`src/rtl/op_dispatch_queue.sv`:
```
// Op-code dispatch queue: filters undefined op codes and buffers legal ones
// in a small FIFO feeding the ALU stage, with illegal-code accounting and flush.
module op_dispatch_queue #(
   parameter int unsigned DEPTH     = 4,
   parameter int unsigned ERR_CNT_W = 8
) (
   input  logic                       clk,
   input  logic                       reset_n,
   input  logic                       flush,
   input  logic                       in_valid,
   input  logic [2:0]                 in_op,
   output logic                       in_ready,
   output logic                       out_valid,
   input  logic                       out_ready,
   output logic [2:0]                 op_code,
   output logic [$clog2(DEPTH):0]     count,
   output logic                       illegal_seen,
   output logic [ERR_CNT_W-1:0]       err_count
);

   localparam int unsigned PtrW = $clog2(DEPTH);
   localparam int unsigned CntW = PtrW + 1;
   localparam logic [2:0]  OpUndef = 3'd7;

   logic [2:0]           mem_q [DEPTH];
   logic [PtrW-1:0]      wr_ptr_q, wr_ptr_d;
   logic [PtrW-1:0]      rd_ptr_q, rd_ptr_d;
   logic [CntW-1:0]      count_q, count_d;
   logic                 illegal_seen_q, illegal_seen_d;
   logic [ERR_CNT_W-1:0] err_count_q, err_count_d;

   logic accept, push, drop, pop;

   assign in_ready  = (count_q < CntW'(DEPTH)) && !flush;
   assign out_valid = (count_q != '0);
   assign accept    = in_valid && in_ready;
   assign push      = accept && (in_op != OpUndef);
   assign drop      = accept && (in_op == OpUndef);
   // in_ready already blocks accepts during flush; pops must be masked explicitly
   assign pop       = out_valid && out_ready && !flush;

   always_comb begin
      wr_ptr_d       = wr_ptr_q;
      rd_ptr_d       = rd_ptr_q;
      count_d        = count_q;
      illegal_seen_d = illegal_seen_q;
      err_count_d    = err_count_q;

      if (flush) begin
         wr_ptr_d = '0;
         rd_ptr_d = '0;
         count_d  = '0;
      end else begin
         if (push) wr_ptr_d = wr_ptr_q + PtrW'(1);
         if (pop)  rd_ptr_d = rd_ptr_q + PtrW'(1);
         unique case ({push, pop})
            2'b10:   count_d = count_q + CntW'(1);
            2'b01:   count_d = count_q - CntW'(1);
            default: count_d = count_q;
         endcase
      end

      if (drop) begin
         illegal_seen_d = 1'b1;
         if (err_count_q != {ERR_CNT_W{1'b1}}) begin
            err_count_d = err_count_q + ERR_CNT_W'(1);
         end
      end
   end

   always_ff @(posedge clk) begin
      if (!reset_n) begin
         wr_ptr_q       <= '0;
         rd_ptr_q       <= '0;
         count_q        <= '0;
         illegal_seen_q <= 1'b0;
         err_count_q    <= '0;
      end else begin
         wr_ptr_q       <= wr_ptr_d;
         rd_ptr_q       <= rd_ptr_d;
         count_q        <= count_d;
         illegal_seen_q <= illegal_seen_d;
         err_count_q    <= err_count_d;
      end
   end

   // Storage needs no reset: stale entries are never visible while count is zero.
   always_ff @(posedge clk) begin
      if (reset_n && push) begin
         mem_q[wr_ptr_q] <= in_op;
      end
   end

   assign op_code      = out_valid ? mem_q[rd_ptr_q] : 3'd0;
   assign count        = count_q;
   assign illegal_seen = illegal_seen_q;
   assign err_count    = err_count_q;

endmodule

```
`config.mk`:
```
export PLATFORM = sky130hd
export DESIGN_NAME = op_dispatch_queue
export DESIGN_NICKNAME = d
export VERILOG_FILES = /design/src/rtl/op_dispatch_queue.sv
export SDC_FILE = /design/constraint.sdc
export NUM_CORES = 1
export LEC_CHECK = 0
export BUFFER_PORTS_ARGS = -buffer_cell sky130_fd_sc_hd__buf_2
export CAP_MARGIN = 20
export CORE_MARGIN = 2
export CORE_UTILIZATION = 58
export CTS_CLUSTER_DIAMETER = 80
export DETAILED_ROUTE_END_ITERATION = 8
export HOLD_SLACK_MARGIN = 0.1
export PLACE_DENSITY_LB_ADDON = 0.15
export SLEW_MARGIN = 20
export SYNTH_ARGS = -nofsm -noshare
export SYNTH_HDL_FRONTEND = slang
export SYNTH_SLANG_ARGS = --single-unit
```
`constraint.sdc`:
```
create_clock -name clk -period 7.6 [get_ports clk]
set_clock_uncertainty 0.2 [all_clocks]
set_input_delay 0.38 -clock clk [delete_from_list [all_inputs] [get_ports clk]]
set_output_delay 0.38 -clock clk [all_outputs]
set_load 0.02 [all_outputs]
```
==> results of run 1 <==
-- per-stage QoR --
step | setup slack (ps) | instances
after CTS | 4830 | 181
final | 4830 | 181
after detailed placement | 4850 | 170
after floorplan | 5050 | 119
after global placement | 4930 | 170
after global routing | 4590 | 181
-- cell usage after synthesis, drive strengths merged --
library cell / count
dfxtp: 18
nor2: 18
edfxtp: 12
inv: 8
and3: 6
ha: 6
a21oi: 5
nand3: 4
nor3: 4
mux4: 3
nor2b: 3
o21ai: 3
xnor2: 3
xor2: 3
mux2i: 2
nand2: 2
nand4: 2
nor3b: 2
or3: 2
a211oi: 1
a311oi: 1
a31oi: 1
and4: 1
clkbuf: 1
clkinv: 1
fa: 1
nand2b: 1
nor4b: 1
nor4bb: 1
o2111a: 1
o211ai: 1
or3b: 1
-- worst paths after layout --
| kind | from | to | slack, ps | cells after the start |
|---|---|---|---|---|
| setup / recovery | in_op[2] | count[2]$_SDFFE_PP0P_ | 4830 | 11 |
| hold / removal | reset_n | err_count[3]$_SDFFE_PN0P_ | 240 | 3 |
| setup reg to reg | count[2]$_SDFFE_PP0P_ | count[2]$_SDFFE_PP0P_ | 4930 | 9 |
| hold reg to reg | illegal_seen$_SDFFE_PN0P_ | illegal_seen$_SDFFE_PN0P_ | 300 | 2 |
-- critical path, stage by stage --
cell           delay [ps]
dlygate4sd3_1         530
buf_2                 150
and3_1                210
nor2_1                350
inv_1                 120
ha_1                  240
inv_1                  70
fa_1                  170
xor2_1                 70
or3_2                 400
a21oi_1               140
-- flip-flops by register name, indices dropped and copies added, names as in the netlist, named ones only --
register,cells
rd_ptr_q,2
wr_ptr_q,2
err_count,8
illegal_seen,1
count,3
mem_q,12
-- cell families after synthesis --
family | share of synthesized area
AOI/OAI and AO/OA | 0.0599
xor gates and xnor gates | 0.0387
adders and majority gates | 0.0700
buffers and inverters | 0.0276
DFF | 0.530
muxes | 0.0645
and+or+nand+nor | 0.209
-- cells in the final DEF (no fill, tap or decap), drive strengths merged, types with 2 or more instances in the layout --
cell type,Yosys,routed
xnor2,3,3
xor2,3,3
nand4,2,2
nand2,2,2
mux4,3,3
o21ai,3,3
nor2,18,18
inv,8,8
a21oi,5,5
nor3b,2,2
mux2i,2,2
clkbuf,1,5
nor2b,3,3
or3,2,2
edfxtp,12,12
ha,6,6
nor3,4,4
nand3,4,4
dlygate4sd3,0,3
and3,6,6
buf,0,24
dfxtp,18,18
clkinv,1,3
-- power by group --
group          switching [mW]  internal, mW
combinational          0.0114       0.00744
sequential           0.000995         0.168
clock                  0.0584        0.0681
total                  0.0708         0.244
-- layer usage --
layer  global-route usage  vias to the layer above
met3               0.0800                        5
met4                0.115                        0
met1                0.240                      448
met2                0.371                       30
li1                     -                      497
met5                    0                        -
-- final cells by class --
cell class / instances / share of cell area
multi-input combinational: 79 / 0.371
sequential: 30 / 0.445
inverter: 9 / 0.0209
timing repair buffer: 27 / 0.0928
clock buffer: 5 / 0.0232
clock inverter: 3 / 0.0247
tap: 28 / 0.0217
==> out/metrics.cfg, run 1 <==
[run_status]
status = finished, final reports clean

[drt]
top_layer_used = met4
drc_errors = 0
routed_via_density = 5.41
drtAntennaViolNets = 0
wl_met3_um = 143
post_drt_wl_per_cell_um = 13.7
drt_iter0_drc = 17
wirelength_met1_um = 1060
dr.pass1.iters = 4
routed_wl_um = 2490
vias = 980
route.met2.wl_um = 1240

[die]
core_sq_mm = 0.00221
die_area_sq_mm = 0.00275
start_util = 0.614
rows = 17
die_w_um = 52.4
boundaryPins = 25
die_y_um = 52.4

[finish]
final_util = 0.731
drive_above_1_share = 0.255
fillers = 165
insertedDiodeCount = 0
regArea_sq_um = 721
syn_to_final_growth_pct = 19.1
design_area_sq_mm = 0.00162
multi_input_area_sq_um = 601
fin_nets = 167

[global_route]
grt_pass1_vias = 991
track_usage = 0.220
grt_start_max_net_pins = 11
grt_antenna_before_repair = 0
grt_pass1_wl_um = 4230
grt-ovfl-total = 0

[placed_design]
portBuffers = 24
place_area_sq_mm = 0.00151
place_hpwl_um = 1770
gp_congestion = 0.725

[sta]
finalMaxSlewViolations = 0
fmax_mhz = 361
setup_tns_ps = 0
setup_viol = 0
rsz0062_at_grt = false
slew_headroom = 0.541
worst_slew_pin_slew_ps = 683
hold_ws_ps = 244
finalHoldViolations = 0
fin_crit_sh = 0.364
fin_crit_ps = 2770

[yosys]
synth_area_sq_mm = 0.00136
yosysSeqAreaShare = 0.530
yosys_warnings = 0
synth_area_leaders = dfxtp_1, edfxtp_1, ha_1, nor2_1, mux4_2
ys_types = 34
syn-num-nets = 134
synth_seq_cells = 30
synth_top_cell_area_share = 0.265
synthCells = 119
yosys.area.top_type = dfxtp_1
avgSynthCellArea_sq_um = 11.4

[cts]
cts_resized = 0
clkTransAtPathRegs_ps = 100
cts_buffer_depth = 2
clkLatencyLatePin_ps = 330
cts_root_buf = clkbuf_4
cts_tree = yes
cts_setup_buffers = 0
ctsHoldBuffers = 3
htreeDepth = 2
cts_buffers = 5
cts.sinks = 30

[critical_path]
end_kind = flip-flop
cp.arrival_ps = 2840
start_kind = input pin
crit_type = input pin to flip-flop
cp_max_fo = 7
worst_ep_required_time_ps = 7670

[power_and_ir_drop]
power_density_mw_per_mm2 = 195
peakVddDrop_mv = 0.176
p_leak_nw = 0.672
total_power_uw = 315

[worst_hold_path]
hp-class = input pin to flip-flop

[job]
maxCapViolCount = 0

Note: power is estimated with default switching activity, not from simulation.
==> run 2: changes to the inputs <==
- ABC_AREA: not set -> 1
- CORE_UTILIZATION: 58 -> 54
- clock period: 7.6 -> 2.72 ns (I/O delays scaled with it)
==> out/metrics.cfg, run 2 <==
[run_status]
status = finished, final reports clean  ; unchanged

[sta]
fin_crit_ps = 2360
hold_ws_ps = 281  ; was 244 ps
fmax_mhz = 423
rsz0062_at_grt = false  ; unchanged
finalHoldViolations = 0  ; unchanged
slew_headroom = 0.783  ; was 0.541
fin_crit_sh = 0.869
setup_tns_ps = 0  ; unchanged
worst_slew_pin_slew_ps = 324  ; was 683 ps
finalMaxSlewViolations = 0  ; unchanged
setup_viol = 0  ; unchanged

[global_route]
grt_antenna_before_repair = 0  ; unchanged
grt_start_max_net_pins = 10  ; was 11
grt_pass1_wl_um = 5110  ; was 4230 um
grt_pass1_vias = 1230  ; was 991
grt-ovfl-total = 0  ; unchanged
track_usage = 0.202  ; was 0.220

[finish]
drive_above_1_share = 0.175  ; was 0.255
final_cell_mix = nor2_1, inv_1, buf_2  ; was buf_2, nor2_1, dfxtp_1
insertedDiodeCount = 0  ; unchanged
largest_reg_flops = 12  ; unchanged
syn_to_final_growth_pct = 19.6  ; was 19.1%
fin_nets = 231  ; was 167
mostFrequentLayoutCell = nor2_1  ; was buf_2
final_util = 0.692  ; was 0.731
regMostFlops = mem_q  ; unchanged

[yosys]
synth_area_leaders = dfxtp_1, edfxtp_1, nor2_1, inv_1, nand2_1  ; was dfxtp_1, edfxtp_1, ha_1, nor2_1, mux4_2
synth_enable_flop_cells = 12  ; unchanged
synth_seq_cells = 30  ; unchanged
syn-num-nets = 192  ; was 134
async_flop_share = 0  ; unchanged
synthCells = 177  ; was 119
synth_area_sq_mm = 0.00146  ; was 0.00136 sq mm
ys_top_cells_by_count = nor2_1, inv_1, nand2_1, dfxtp_1, o21ai_0  ; was dfxtp_1, nor2_1, edfxtp_1, inv_1
avgSynthCellArea_sq_um = 8.24  ; was 11.4 sq um
synth_most_common_cell = nor2_1
yosysSeqAreaShare = 0.494  ; was 0.530
synth_flop_cell = dfxtp_1  ; unchanged
synth_top_cell_area_share = 0.247  ; was 0.265
ys_types = 20  ; was 34
yosys_warnings = 0  ; unchanged
yosys.area.top_type = dfxtp_1  ; unchanged

[cts]
ctsHoldBuffers = 8  ; was 3
cts_tree = yes  ; unchanged
cts_resized = 0  ; unchanged
cts_setup_buffers = 0  ; unchanged
clkLatencyLatePin_ps = 330  ; about the same
htreeDepth = 2  ; unchanged
cts_root_buf = clkbuf_4  ; unchanged
cts_buffers = 5  ; unchanged
cts.sinks = 30  ; unchanged
clkTransAtPathRegs_ps = 90  ; was 100 ps
cts_buffer_depth = 2  ; unchanged

[worst_hold_path]
worstHoldEndpoint = illegal_seen$_SDFFE_PN0P_  ; was err_count[3]$_SDFFE_PN0P_
min-delay-start = illegal_seen$_SDFFE_PN0P_  ; was reset_n
hp-class = flip-flop to flip-flop  ; was input pin to flip-flop
worst_hold_path.num_cells = 2  ; was 3

[critical_path]
cp_slowest_cell = dlygate4sd3_1  ; unchanged
start_kind = input pin  ; unchanged
worst_ep_required_time_ps = 2740  ; was 7670 ps
rrSetupSlack_ps = 420  ; was 4930 ps
cp_num_cells = 11  ; unchanged
end_kind = flip-flop  ; unchanged
crit_family = buffers and inverters  ; was simple AND/OR/NAND/NOR gates
r2r_end = count[2]$_SDFFE_PP0P_  ; unchanged
crit_buf_inv = 4  ; unchanged
slowest_delay_ps = 520  ; was 530 ps
r2r_cells = 11  ; was 9
cp_max_fo = 5  ; was 7
reg2reg_from = count[2]$_SDFFE_PP0P_  ; unchanged
cp.arrival_ps = 2390  ; was 2840 ps
crit_path_cell_trace = dlygate4sd3_1 -> buf_2 -> nand3_1 -> nand3_1 -> ha_1 -> inv_1 -> fa_1 -> inv_1 -> o21ai_0 -> a211oi_1 -> nor2_1  ; was dlygate4sd3_1 -> buf_2 -> and3_1 -> nor2_1 -> inv_1 -> ha_1 -> inv_1 -> fa_1 -> xor2_1 -> or3_2 -> a21oi_1
crit_type = input pin to flip-flop  ; unchanged

[drt]
drt_iter0_drc = 64  ; was 17
drtAntennaViolNets = 0  ; unchanged
drc_errors = 0  ; unchanged
routed_wl_um = 2830  ; was 2490 um
post_drt_wl_per_cell_um = 11.5  ; was 13.7 um
vias = 1250  ; was 980
dr.pass1.iters = 4  ; unchanged
routed_via_density = 5.06  ; was 5.41

[job]
maxCapViolCount = 0  ; unchanged

[die]
die_y_um = 56.0  ; was 52.4 um
rows = 18  ; was 17
boundaryPins = 25  ; unchanged
die_area_sq_mm = 0.00313  ; was 0.00275 sq mm
die_w_um = 56.0  ; was 52.4 um
core_sq_mm = 0.00252  ; was 0.00221 sq mm
start_util = 0.578  ; was 0.614

[power_and_ir_drop]
peakVddDrop_mv = 0.353  ; was 0.176 mV
p_leak_nw = 0.768  ; was 0.672 nW
power_density_mw_per_mm2 = 452  ; was 195 mW/mm^2
total_power_uw = 789  ; was 315 uW

[placed_design]
place_hpwl_um = 2140  ; was 1770 um
portBuffers = 24  ; unchanged
gp_congestion = 0.841  ; was 0.725

## run 2: report_power, final
group	total, mW	switching, mW	internal [mW]
registers	0.476	0.00363	0.472
logic	0.0729	0.0451	0.0278
clock network	0.240	0.148	0.0918
## run 2: stage by stage
step	cell area (sq um)	worst slack, ps	std cells
2_1_floorplan	1460	427	177
3_5_place_dp	1620	440	231
6_report	1750	355	247
5_1_grt	1750	33.1	247
3_3_place_gp	1620	566	231
4_1_cts	1750	372	247
## run 2: worst reg2reg max path, stage by stage (launching register included)
cell and delay, ps:
dfxtp_1 420, inv_1 90, nand3_1 180, nand3_1 100, inv_1 90, ha_1 210, inv_1 70, fa_1 370
inv_1 100, o21ai_0 110, a211oi_1 190, nor2_1 70
## run 2: how the worst max path moves through the flow
stage	startpoint	end
floorplan	count[2]$_SDFFE_PP0P_	count[2]$_SDFFE_PP0P_
global placement	count[2]$_SDFFE_PP0P_	count[2]$_SDFFE_PP0P_
detailed placement	count[2]$_SDFFE_PP0P_	count[2]$_SDFFE_PP0P_
CTS	in_op[1]	count[2]$_SDFFE_PP0P_
global route	in_op[2]	count[2]$_SDFFE_PP0P_
finish	in_op[2]	count[2]$_SDFFE_PP0P_
## run 2: per-layer routing
layer	global-route usage	vias up	wire [um]
li1	-	645	-
met1	0.246	573	1230
met2	0.338	30	1420
met3	0.0721	2	165
met4	0.0544	0	19
met5	0	-	0
## run 2: cell families (layout without fill, tap and decap cells)
kind of cell	after synthesis	count (layout)	share of synthesized area
and+or+nand+nor	80	80	0.258
buffers and inverters	30	70	0.0780
adders and majority gates	7	7	0.0652
DFF	30	30	0.494
AOI/OAI and AO/OA	30	30	0.105
## run 2: layout make-up
type	instances	area, sq um
tap	30	37.5
fill	217	777
sequential	30	721
inverter	30	114
clock inverter	3	11.3
multi-input combinational	117	624
timing repair buffer	32	200
clock buffer	5	37.5
